## config.mk

```make
export PLATFORM = sky130hd
export DESIGN_NAME = my_logic_op_pipe
export DESIGN_NICKNAME = d
export VERILOG_FILES = /design/src/rtl/my_logic_op_pipe.sv
export SDC_FILE = /design/constraint.sdc
export NUM_CORES = 1
export LEC_CHECK = 0
export ABC_CLOCK_PERIOD_IN_PS = 3700
export CAP_MARGIN = 20
export CORE_MARGIN = 5
export CORE_UTILIZATION = 45
export DETAILED_ROUTE_END_ITERATION = 10
export PLACE_DENSITY = 0.72
export SYNTH_ARGS = -nofsm -noshare
export SYNTH_HDL_FRONTEND = slang
export SYNTH_SLANG_ARGS = --single-unit
```

## constraint.sdc

```tcl
create_clock -name clock_in -period 3.7 [get_ports clock_in]
set_input_delay 0.37 -clock clock_in [delete_from_list [all_inputs] [get_ports clock_in]]
set_output_delay 0.37 -clock clock_in [all_outputs]
set_load 0.005 [all_outputs]
```

## src/rtl/my_logic_op_pipe.sv

```systemverilog
// Two-stage valid/ready pipeline that reduces NUM_INPUTS operand channels with a
// selectable bitwise AND/OR/XOR/NAND and counts delivered results (wrapping).
module my_logic_op_pipe #(
  parameter int INPUT_WIDTH = 1,
  parameter int NUM_INPUTS  = 2,
  parameter int COUNT_WIDTH = 16
) (
  input  logic                              clock_in,
  input  logic                              reset_n_in,
  input  logic [NUM_INPUTS*INPUT_WIDTH-1:0] operands_in,
  input  logic [1:0]                        op_in,
  input  logic                              valid_in,
  output logic                              ready_out,
  output logic [INPUT_WIDTH-1:0]            c_out,
  output logic                              zero_out,
  output logic                              valid_out,
  input  logic                              ready_in,
  output logic [COUNT_WIDTH-1:0]            result_count_out
);

  localparam int unsigned NI = NUM_INPUTS;
  localparam int unsigned IW = INPUT_WIDTH;

  localparam logic [1:0] OP_AND  = 2'b00;
  localparam logic [1:0] OP_OR   = 2'b01;
  localparam logic [1:0] OP_XOR  = 2'b10;
  localparam logic [1:0] OP_NAND = 2'b11;

  logic [NUM_INPUTS*INPUT_WIDTH-1:0] s1_operands;
  logic [1:0]                        s1_op;
  logic                              v1;
  logic                              s1_load;
  logic                              s2_load;

  logic [INPUT_WIDTH-1:0] red_and;
  logic [INPUT_WIDTH-1:0] red_or;
  logic [INPUT_WIDTH-1:0] red_xor;
  logic [INPUT_WIDTH-1:0] result;

  // An empty stage always loads, so bubbles collapse even under a downstream stall.
  assign s2_load   = ~valid_out | ready_in;
  assign s1_load   = ~v1 | s2_load;
  assign ready_out = s1_load;

  always_comb begin
    red_and = '1;
    red_or  = '0;
    red_xor = '0;
    for (int unsigned k = 0; k < NI; k++) begin
      red_and = red_and & s1_operands[k*IW +: IW];
      red_or  = red_or  | s1_operands[k*IW +: IW];
      red_xor = red_xor ^ s1_operands[k*IW +: IW];
    end
  end

  always_comb begin
    result = '0;
    case (s1_op)
      OP_AND:  result = red_and;
      OP_OR:   result = red_or;
      OP_XOR:  result = red_xor;
      OP_NAND: result = ~red_and;
      default: result = '0;
    endcase
  end

  always_ff @(posedge clock_in) begin
    if (!reset_n_in) begin
      s1_operands      <= '0;
      s1_op            <= '0;
      v1               <= 1'b0;
      c_out            <= '0;
      zero_out         <= 1'b0;
      valid_out        <= 1'b0;
      result_count_out <= '0;
    end else begin
      if (s1_load) begin
        s1_operands <= operands_in;
        s1_op       <= op_in;
        v1          <= valid_in;
      end
      if (s2_load) begin
        c_out     <= result;
        zero_out  <= (result == '0);
        valid_out <= v1;
      end
      if (valid_out && ready_in) begin
        result_count_out <= result_count_out + COUNT_WIDTH'(1);
      end
    end
  end

endmodule

```

Word level (Yosys, flattened, before mapping)
Index checks and enable logic that the tools add are counted.
{"block": "classes", "muxes": 1, "reduce_logical": 2, "n_eq_ne": 3, "bitwise_logic": 9, "addsub": 1}
{"op": "16-bit by 1-bit adder with 16-bit output, second input constant", "n": 1}
{"op": "2-bit equality test, second input constant", "n": 2}
{"op": "1-bit NOT", "n": 4}
{"op": "1-bit case mux with 4 select lines", "n": 1}
{"op": "1-bit bitwise OR", "n": 3}
{"op": "2-bit by 1-bit equality test with 1-bit output, second input constant", "n": 1}
{"op": "2-bit logical NOT", "n": 1}
{"op": "1-bit bitwise AND", "n": 1}
{"op": "1-bit logical AND", "n": 1}
{"op": "1-bit XOR", "n": 1}
{"block": "word_totals", "register_bits": 24, "elab_cells": 23, "out_inout_bits": 20}

Longest topological paths before layout
Gate-level depths: netlist (run 1).
{"block": "depth", "word_depth": 4, "depth_mapped": 6}

Least setup slack after synthesis (run 1)
No wires, ideal clock.
{"block": "synth_timing", "path_kind": "reg2reg", "startpoint": "register result_count_out[0]", "endpoint": "register result_count_out[14]", "path_slack_ns": 2.326, "path_buffers": 0, "required_time_ns": 3.572, "synth_period_minus_slack_ns": 1.374, "arrival_time_ns": 1.246, "path_stages_with_launch": 6, "cell_sequence": "dfxtp_1 ha_1 nand4_2 nor4_2 xnor2_1 nor2_1"}
{"block": "synth_between", "elab_chain_len": 1}
{"element": "start: declaration", "line": "18", "source": "output logic [COUNT_WIDTH-1:0] result_count_out"}
{"element": "start signal: assignment", "line": "88", "source": "result_count_out <= result_count_out + COUNT_WIDTH'(1);"}
{"element": "16-bit by 1-bit adder with 16-bit output", "line": "88"}
Every way passes these cells.
A chain may end at the register's enable or synchronous reset.

Final worst setup path (run 1)
{"block": "layout_timing", "startpoint": "input port ready_in", "endpoint": "output port ready_out"}
{"block": "layout_between", "elab_chain_len": 2}
{"element": "start: declaration", "line": "17", "source": "input logic ready_in,"}
{"element": "1-bit bitwise OR", "line": "41", "source": "assign s2_load = ~valid_out | ready_in;"}
{"element": "1-bit bitwise OR", "line": "42", "source": "assign s1_load = ~v1 | s2_load;"}
{"element": "end: declaration", "line": "13", "source": "output logic ready_out,"}
Every way passes these cells.

==> results of run 1 <==
## critical path, cell delays in order
cell and delay, ns:
clkdlybuf4s50_1 0.52, nor2b_1 0.57, nand2_1 0.24, clkdlybuf4s50_1 0.50
## cells by family (layout without fill, tap and decap cells)
| group | count (synthesis) | after routing |
|---|---|---|
| AO/OA/AOI/OAI | 13 | 13 |
| flip-flops | 24 | 24 |
| AND/OR/NAND/NOR | 59 | 59 |
| adder cells (fa/ha/maj) | 3 | 3 |
| buffers and inverters | 10 | 37 |
| multiplexers | 4 | 4 |
| XOR/XNOR | 11 | 11 |
## layer usage
layer,up-vias,global-route usage [%]
met5,-,0
met4,0,1.942
met3,2,4.575
met2,18,23.19
met1,426,16.58
li1,474,-
## cell usage in the layout (no fill, tap or decap)
master	count
clkdlybuf4s50_1	27
dfxtp_1	24
nor2_1	18
nand2_1	12
nand3_1	11
xnor2_1	9
a21oi_1	8
inv_1	7
mux2i_1	4
nor3_1	3
ha_1	3
clkbuf_4	3
nor4_1	2
o21ai_0	2
or3_1	2
xor2_1	2
a211oi_1	2
nand2b_1	2
nor4_2	2
nor2b_1	1
nand4_2	1
nand4_4	1
nand3_2	1
nor3_2	1
and2_0	1
o21a_1	1
nand4_1	1
## stage by stage
stage | area, µm² | worst slack (ns)
floorplan | 1084 | 2.326
global placement | 1376 | 1.216
detailed placement | 1376 | 1.148
CTS | 1399 | 1.105
global route | 1399 | 0.9628
finish | 1399 | 1.133
## power breakdown
group	internal [µW]	switching (µW)	total, µW
registers	265	6.07	271
logic	18.7	14.8	33.5
clock network	37.9	69.2	107
## final timing paths
check	startpoint	end	slack, ns	cells after the start
worst min register to register	c_out$_SDFFE_PN0P_	c_out$_SDFFE_PN0P_	0.47	2
worst max-delay path	ready_in	ready_out	1.13	4
worst max register to register	valid_out$_SDFFE_PN0P_	s1_operands[1]$_SDFFE_PN0P_	2.10	4
worst min-delay path	c_out$_SDFFE_PN0P_	c_out$_SDFFE_PN0P_	0.47	2
## area by class of cell
cell class / count / area, µm²
repair buffers: 27 / 270.3
multi-input cells: 90 / 564.3
flip-flops and latches: 24 / 480.5
clock buffers: 3 / 22.52
well taps: 28 / 35.03
inverters: 7 / 26.28
fillers: 203 / 855.8
## registers in the layout, summed over array words and instances (netlist names)
signal            flops
c_out                 1
v1                    1
s1_operands           2
s1_op                 2
zero_out              1
result_count_out     16
valid_out             1
==> flow_metrics.tcl, run 1 <==
set metrics [dict create \
    portBuffers 27 \
    crit_type "input pin to primary output" \
    synth_top_area_share_pct 44.34 \
    dp_cells 176 \
    globalplace.congestion 0.7592 \
    drc 0 \
    cp.arrival_ns 2.20 \
    cap_violations 0 \
    ys_seq_elements 24 \
    detail-route-antenna-nets 0 \
    ios 28 \
    path_clk_slew_ns 0.11 \
    drt_iter0_drc 18 \
    wl_met2_um 1083 \
    synth_fp_nets 135 \
    die_w_um 59.07 \
    num-nets-final 164 \
    peakVddDrop_mv 0.2787 \
    final_hold_viol_count 0 \
    yosys.area_share.simple_pct 29.33 \
    synth-compound-area-share_pct 6.697 \
    dp_hpwl_um 1655 \
    netlist_instances 124 \
    async_reset_ff_share_pct 0 \
    synth_ff_type "dfxtp_1" \
    area_growth_pct 29.10 \
    synth_top_area_cell "dfxtp_1" \
    cts_root_buf "clkbuf_4" \
    clk_path_buf_depth 2 \
    synth_top_family_by_area "simple AND/OR/NAND/NOR gates" \
    antenna_found_initial 0 \
    placementRows 17 \
    start_util_pct 48.06 \
    p_leak_uw 0.0004924 \
    finalCritPeriodShare_pct 69.37 \
    p_total_uw 411.3 \
    setup_tns_ns 0 \
    netlist-cell-type-count 27 \
    cts_num_sinks 24 \
    syn_avg_cell_area_um2 8.738 \
    worstHoldPathType "flip-flop to flip-flop" \
    wl_per_cell_um 12.39 \
    synthAdderAreaFrac_pct 3.464 \
    crit_fanout 10 \
    wl_met1_um 1013 \
    cts_tree "built" \
    setup_viol 0 \
    die_y_um 59.07 \
    coreArea_mm2 0.002255 \
    fin_crit_ns 2.567 \
    dr_wl_met3_um 108 \
    synth.most_common_cell "dfxtp_1" \
    ys_top_cells_by_area "dfxtp_1 44%, xnor2_1 7.3%, nor2_1 6.2%" \
    synth_xor_area_share_pct 8.891 \
    required_ns 3.33 \
    htreeDepth 1 \
    start_kind "input pin" \
    num_vias 920 \
    utilization_pct 62.04 \
    cts_made_buffers 3 \
    power_density_mw_per_mm2 294.0 \
    clk_latency_ns 0.30 \
    top_layer_used "met4" \
    antenna_cells 0 \
    viasPerCell 5.140 \
    status "finished clean" \
    synth-edff-count 0 \
    cts_hold_buf 0 \
    post_cts_buffers 0 \
    ys_top_cells_by_count "24 x dfxtp_1, 18 x nor2_1, 12 x nand2_1, 11 x nand3_1, 9 x xnor2_1" \
    grt_pass1_wl_um 3753 \
    finClkSkew_ns 0.002702 \
    synth_area_mm2 0.001084 \
    instances_no_fill 179 \
    die-area_mm2 0.003489 \
    yosysWarnings 0 \
    slew_viol_final 0 \
    routed_wl_um 2218 \
    critPathCaptureType "primary output" \
    rsz0062_at_grt "no" \
    post_cts_resized 0 \
    grt_max_degree 22 \
    synthMuxAreaShare_pct 3.695 \
    seq_area_frac_synth_pct 44.34 \
    max_freq_ghz 0.3896 \
    grt_usage_pct 13.48 \
    tightest_slew_ns 0.6510 \
    whs_ns 0.4689 \
    firstDrtPassIters 4 \
    drive_above_1_share_pct 5.960 \
    grt.overflow.total 0 \
    grt_pass1_vias 909 \
    max_slew_margin_pct 56.51 \
]
No activity file was read; power rests on OpenSTA's default activity.
==> run 2: changes to the inputs <==
==> config.mk (replaced) <==
export PLATFORM = sky130hd
export DESIGN_NAME = my_logic_op_pipe
export DESIGN_NICKNAME = d
export VERILOG_FILES = /design/src/rtl/my_logic_op_pipe.sv
export SDC_FILE = /design/constraint.sdc
export NUM_CORES = 1
export LEC_CHECK = 0
export ABC_CLOCK_PERIOD_IN_PS = 2200
export CAP_MARGIN = 20
export CORE_MARGIN = 5
export CORE_UTILIZATION = 42
export DETAILED_ROUTE_END_ITERATION = 10
export PLACE_DENSITY = 0.7
export SYNTH_ARGS = -nofsm -noshare
export SYNTH_HDL_FRONTEND = slang
export SYNTH_SLANG_ARGS = --single-unit
==> constraint.sdc (replaced) <==
create_clock -name clock_in -period 2.2 [get_ports clock_in]
set_input_delay 0.22 -clock clock_in [delete_from_list [all_inputs] [get_ports clock_in]]
set_output_delay 0.22 -clock clock_in [all_outputs]
set_load 0.005 [all_outputs]
==> run 2 against run 1 <==
Net effect:
- count of clock-buffer cells in the layout stayed put
- die area increased by 5.9%
- combinational power rose by 71%
- non-clock buffer count grew 1
- clock skew increased by 0.0073 ns
- sequential share of layout area fell by 0.24 points
- clock power grew 71%
- hold slack got worse by 0.015 ns
- flip-flop and latch count is the same
- global-route usage increased by 0.12 points
- final cell count is 1.7% higher
- register-to-register slack got worse by 1.5 ns
==> flow_metrics.tcl, run 2 (synthesis gave the netlist of run 1 again) <==
set metrics [dict create \
    crit_path_max_incr_delay_ns 0.47 \
    biggestRegsByFlops "result_count_out: 16 flops, s1_op: 2 flops, s1_operands: 2 flops" \
    post_cts_resized 0 \
    crit_fanout 7 \
    final_cell_mix "27 x clkdlybuf4s50_1, 24 x dfxtp_1, 18 x nor2_1, 12 x nand2_1, 11 x nand3_1" \
    grt_pass1_vias 882 \
    cts_made_buffers 3 \
    cp.arrival_ns 1.60 \
    grt_usage_pct 13.61 \
    crit_path_end "ready_out" \
    fillers 235 \
    fin_crit_ns 1.816 \
    slew_viol_final 0 \
    rr_startpoint "result_count_out[0]$_SDFFE_PN0P_" \
    final_common_cell "clkdlybuf4s50_1" \
    setup_tns_ns 0 \
    post_cts_buffers 0 \
    area_growth_pct 30.02 \
    clk_latency_ns 0.30 \
    coreArea_mm2 0.002477 \
    firstDrtPassIters 4 \
    drt_iter0_drc 38 \
    cts_root_buf "clkbuf_4" \
    cts_num_sinks 24 \
    setup_viol 0 \
    tightest_slew_ns 0.6450 \
    portBuffers 27 \
    finClkSkew_ns 0.009983 \
    reg2reg_depth 5 \
    cts_hold_buf 0 \
    cap_violations 0 \
    start_kind "flip-flop" \
    seq_area_um2 480.5 \
    critPathCaptureType "primary output" \
    ios 28 \
    drive_above_1_share_pct 6.579 \
    cts_tree "built" \
    largest_register "result_count_out" \
    final_hold_viol_count 0 \
    grt_max_degree 22 \
    dp_hpwl_um 1714 \
    finalCritPeriodShare_pct 82.57 \
    rrSetupSlack_ns 0.61 \
    crit_type "flip-flop to primary output" \
    largest_register_ffs 16 \
    rsz0062_at_grt "no" \
    max_freq_ghz 0.5505 \
    power_density_mw_per_mm2 493.2 \
    status "finished clean" \
    required_ns 1.98 \
    num_vias 931 \
    r2r-end "result_count_out[14]$_SDFFE_PN0P_" \
    die_w_um 60.79 \
    detail-route-antenna-nets 0 \
    placementRows 18 \
    grt.overflow.total 0 \
    wl_per_cell_um 12.33 \
    cp-startpoint "valid_out$_SDFFE_PN0P_" \
    htreeDepth 1 \
    clk_path_buf_depth 2 \
    routed_wl_um 2244 \
    instances_no_fill 182 \
    multiInputGateArea_um2 564.3 \
    grt_pass1_wl_um 3843 \
    viasPerCell 5.115 \
    p_leak_uw 0.0004978 \
    globalplace.congestion 0.7700 \
    max_slew_margin_pct 56.95 \
    die-area_mm2 0.003695 \
    path_clk_slew_ns 0.12 \
    die_y_um 60.79 \
    num-nets-final 165 \
    worstHoldPathType "input pin to flip-flop" \
    antenna_cells 0 \
    antenna_found_initial 0 \
    worstPathCellList "nor2b_1, nand2_1, clkdlybuf4s50_1" \
    start_util_pct 43.74 \
    peakVddDrop_mv 0.4609 \
    cpMaxStageDelayCell "dfxtp_1" \
    dp_cells 179 \
    drc 0 \
]
## run 2: cell type report
class,instances,area share [%]
Inverter,7,1.865
Sequential cell,24,34.10
Multi-Input combinational cell,90,40.05
Tap cell,30,2.664
Timing Repair Buffer,28,19.72
Clock buffer,3,1.599
## run 2: per-layer routing
layer | track usage, % | vias to the layer above | wire length, µm
li1 | - | 477 | -
met1 | 16.13 | 434 | 1020
met2 | 23.97 | 18 | 1093
met3 | 5.106 | 2 | 116
met4 | 1.858 | 0 | 14
met5 | 0 | - | 0
## run 2: where the power goes
part           leakage [µW]  internal [µW]  switching [µW]
clock network     0.0000138           63.9             119
logic              0.000289           32.3            24.8
registers          0.000195            445            10.1
## run 2: worst min path at each step
| stage | from | to | slack, ns | cells after the start |
|---|---|---|---|---|
| 2_1_floorplan | valid_in | v1$_SDFFE_PN0P_ | 0.34 | 2 |
| 3_3_place_gp | c_out$_SDFFE_PN0P_ | c_out$_SDFFE_PN0P_ | 0.45 | 2 |
| 5_1_grt | operands_in[0] | s1_operands[0]$_SDFFE_PN0P_ | 0.46 | 3 |
| 4_1_cts | operands_in[0] | s1_operands[0]$_SDFFE_PN0P_ | 0.44 | 3 |
| 3_5_place_dp | c_out$_SDFFE_PN0P_ | c_out$_SDFFE_PN0P_ | 0.46 | 2 |
| 6_report | operands_in[0] | s1_operands[0]$_SDFFE_PN0P_ | 0.45 | 3 |
## run 2: through the flow
stage | setup WS [ns] | instance area (µm²) | hold slack (ns) | total power [µW] | util (%)
after detailed placement | 0.3775 | 1386 | 0.4617 | 522.5 | 55.96
final | 0.3835 | 1409 | 0.4542 | 694.9 | 56.87
after global routing | 0.2328 | 1409 | 0.4600 | 731.6 | 56.87
after floorplan | 0.8259 | 1084 | 0.3374 | 489.6 | -
after CTS | 0.3535 | 1409 | 0.4438 | 708.9 | 56.87
after global placement | 0.4004 | 1386 | 0.4532 | 521.2 | 55.96
## run 2: worst max-delay path, delay by kind of cell, from the launching register on
| kind | cells | cell delay [ns] |
|---|---|---|
| flops | 1 | 0.47 |
| simple gates | 2 | 0.35 |
| buf+inv | 1 | 0.47 |
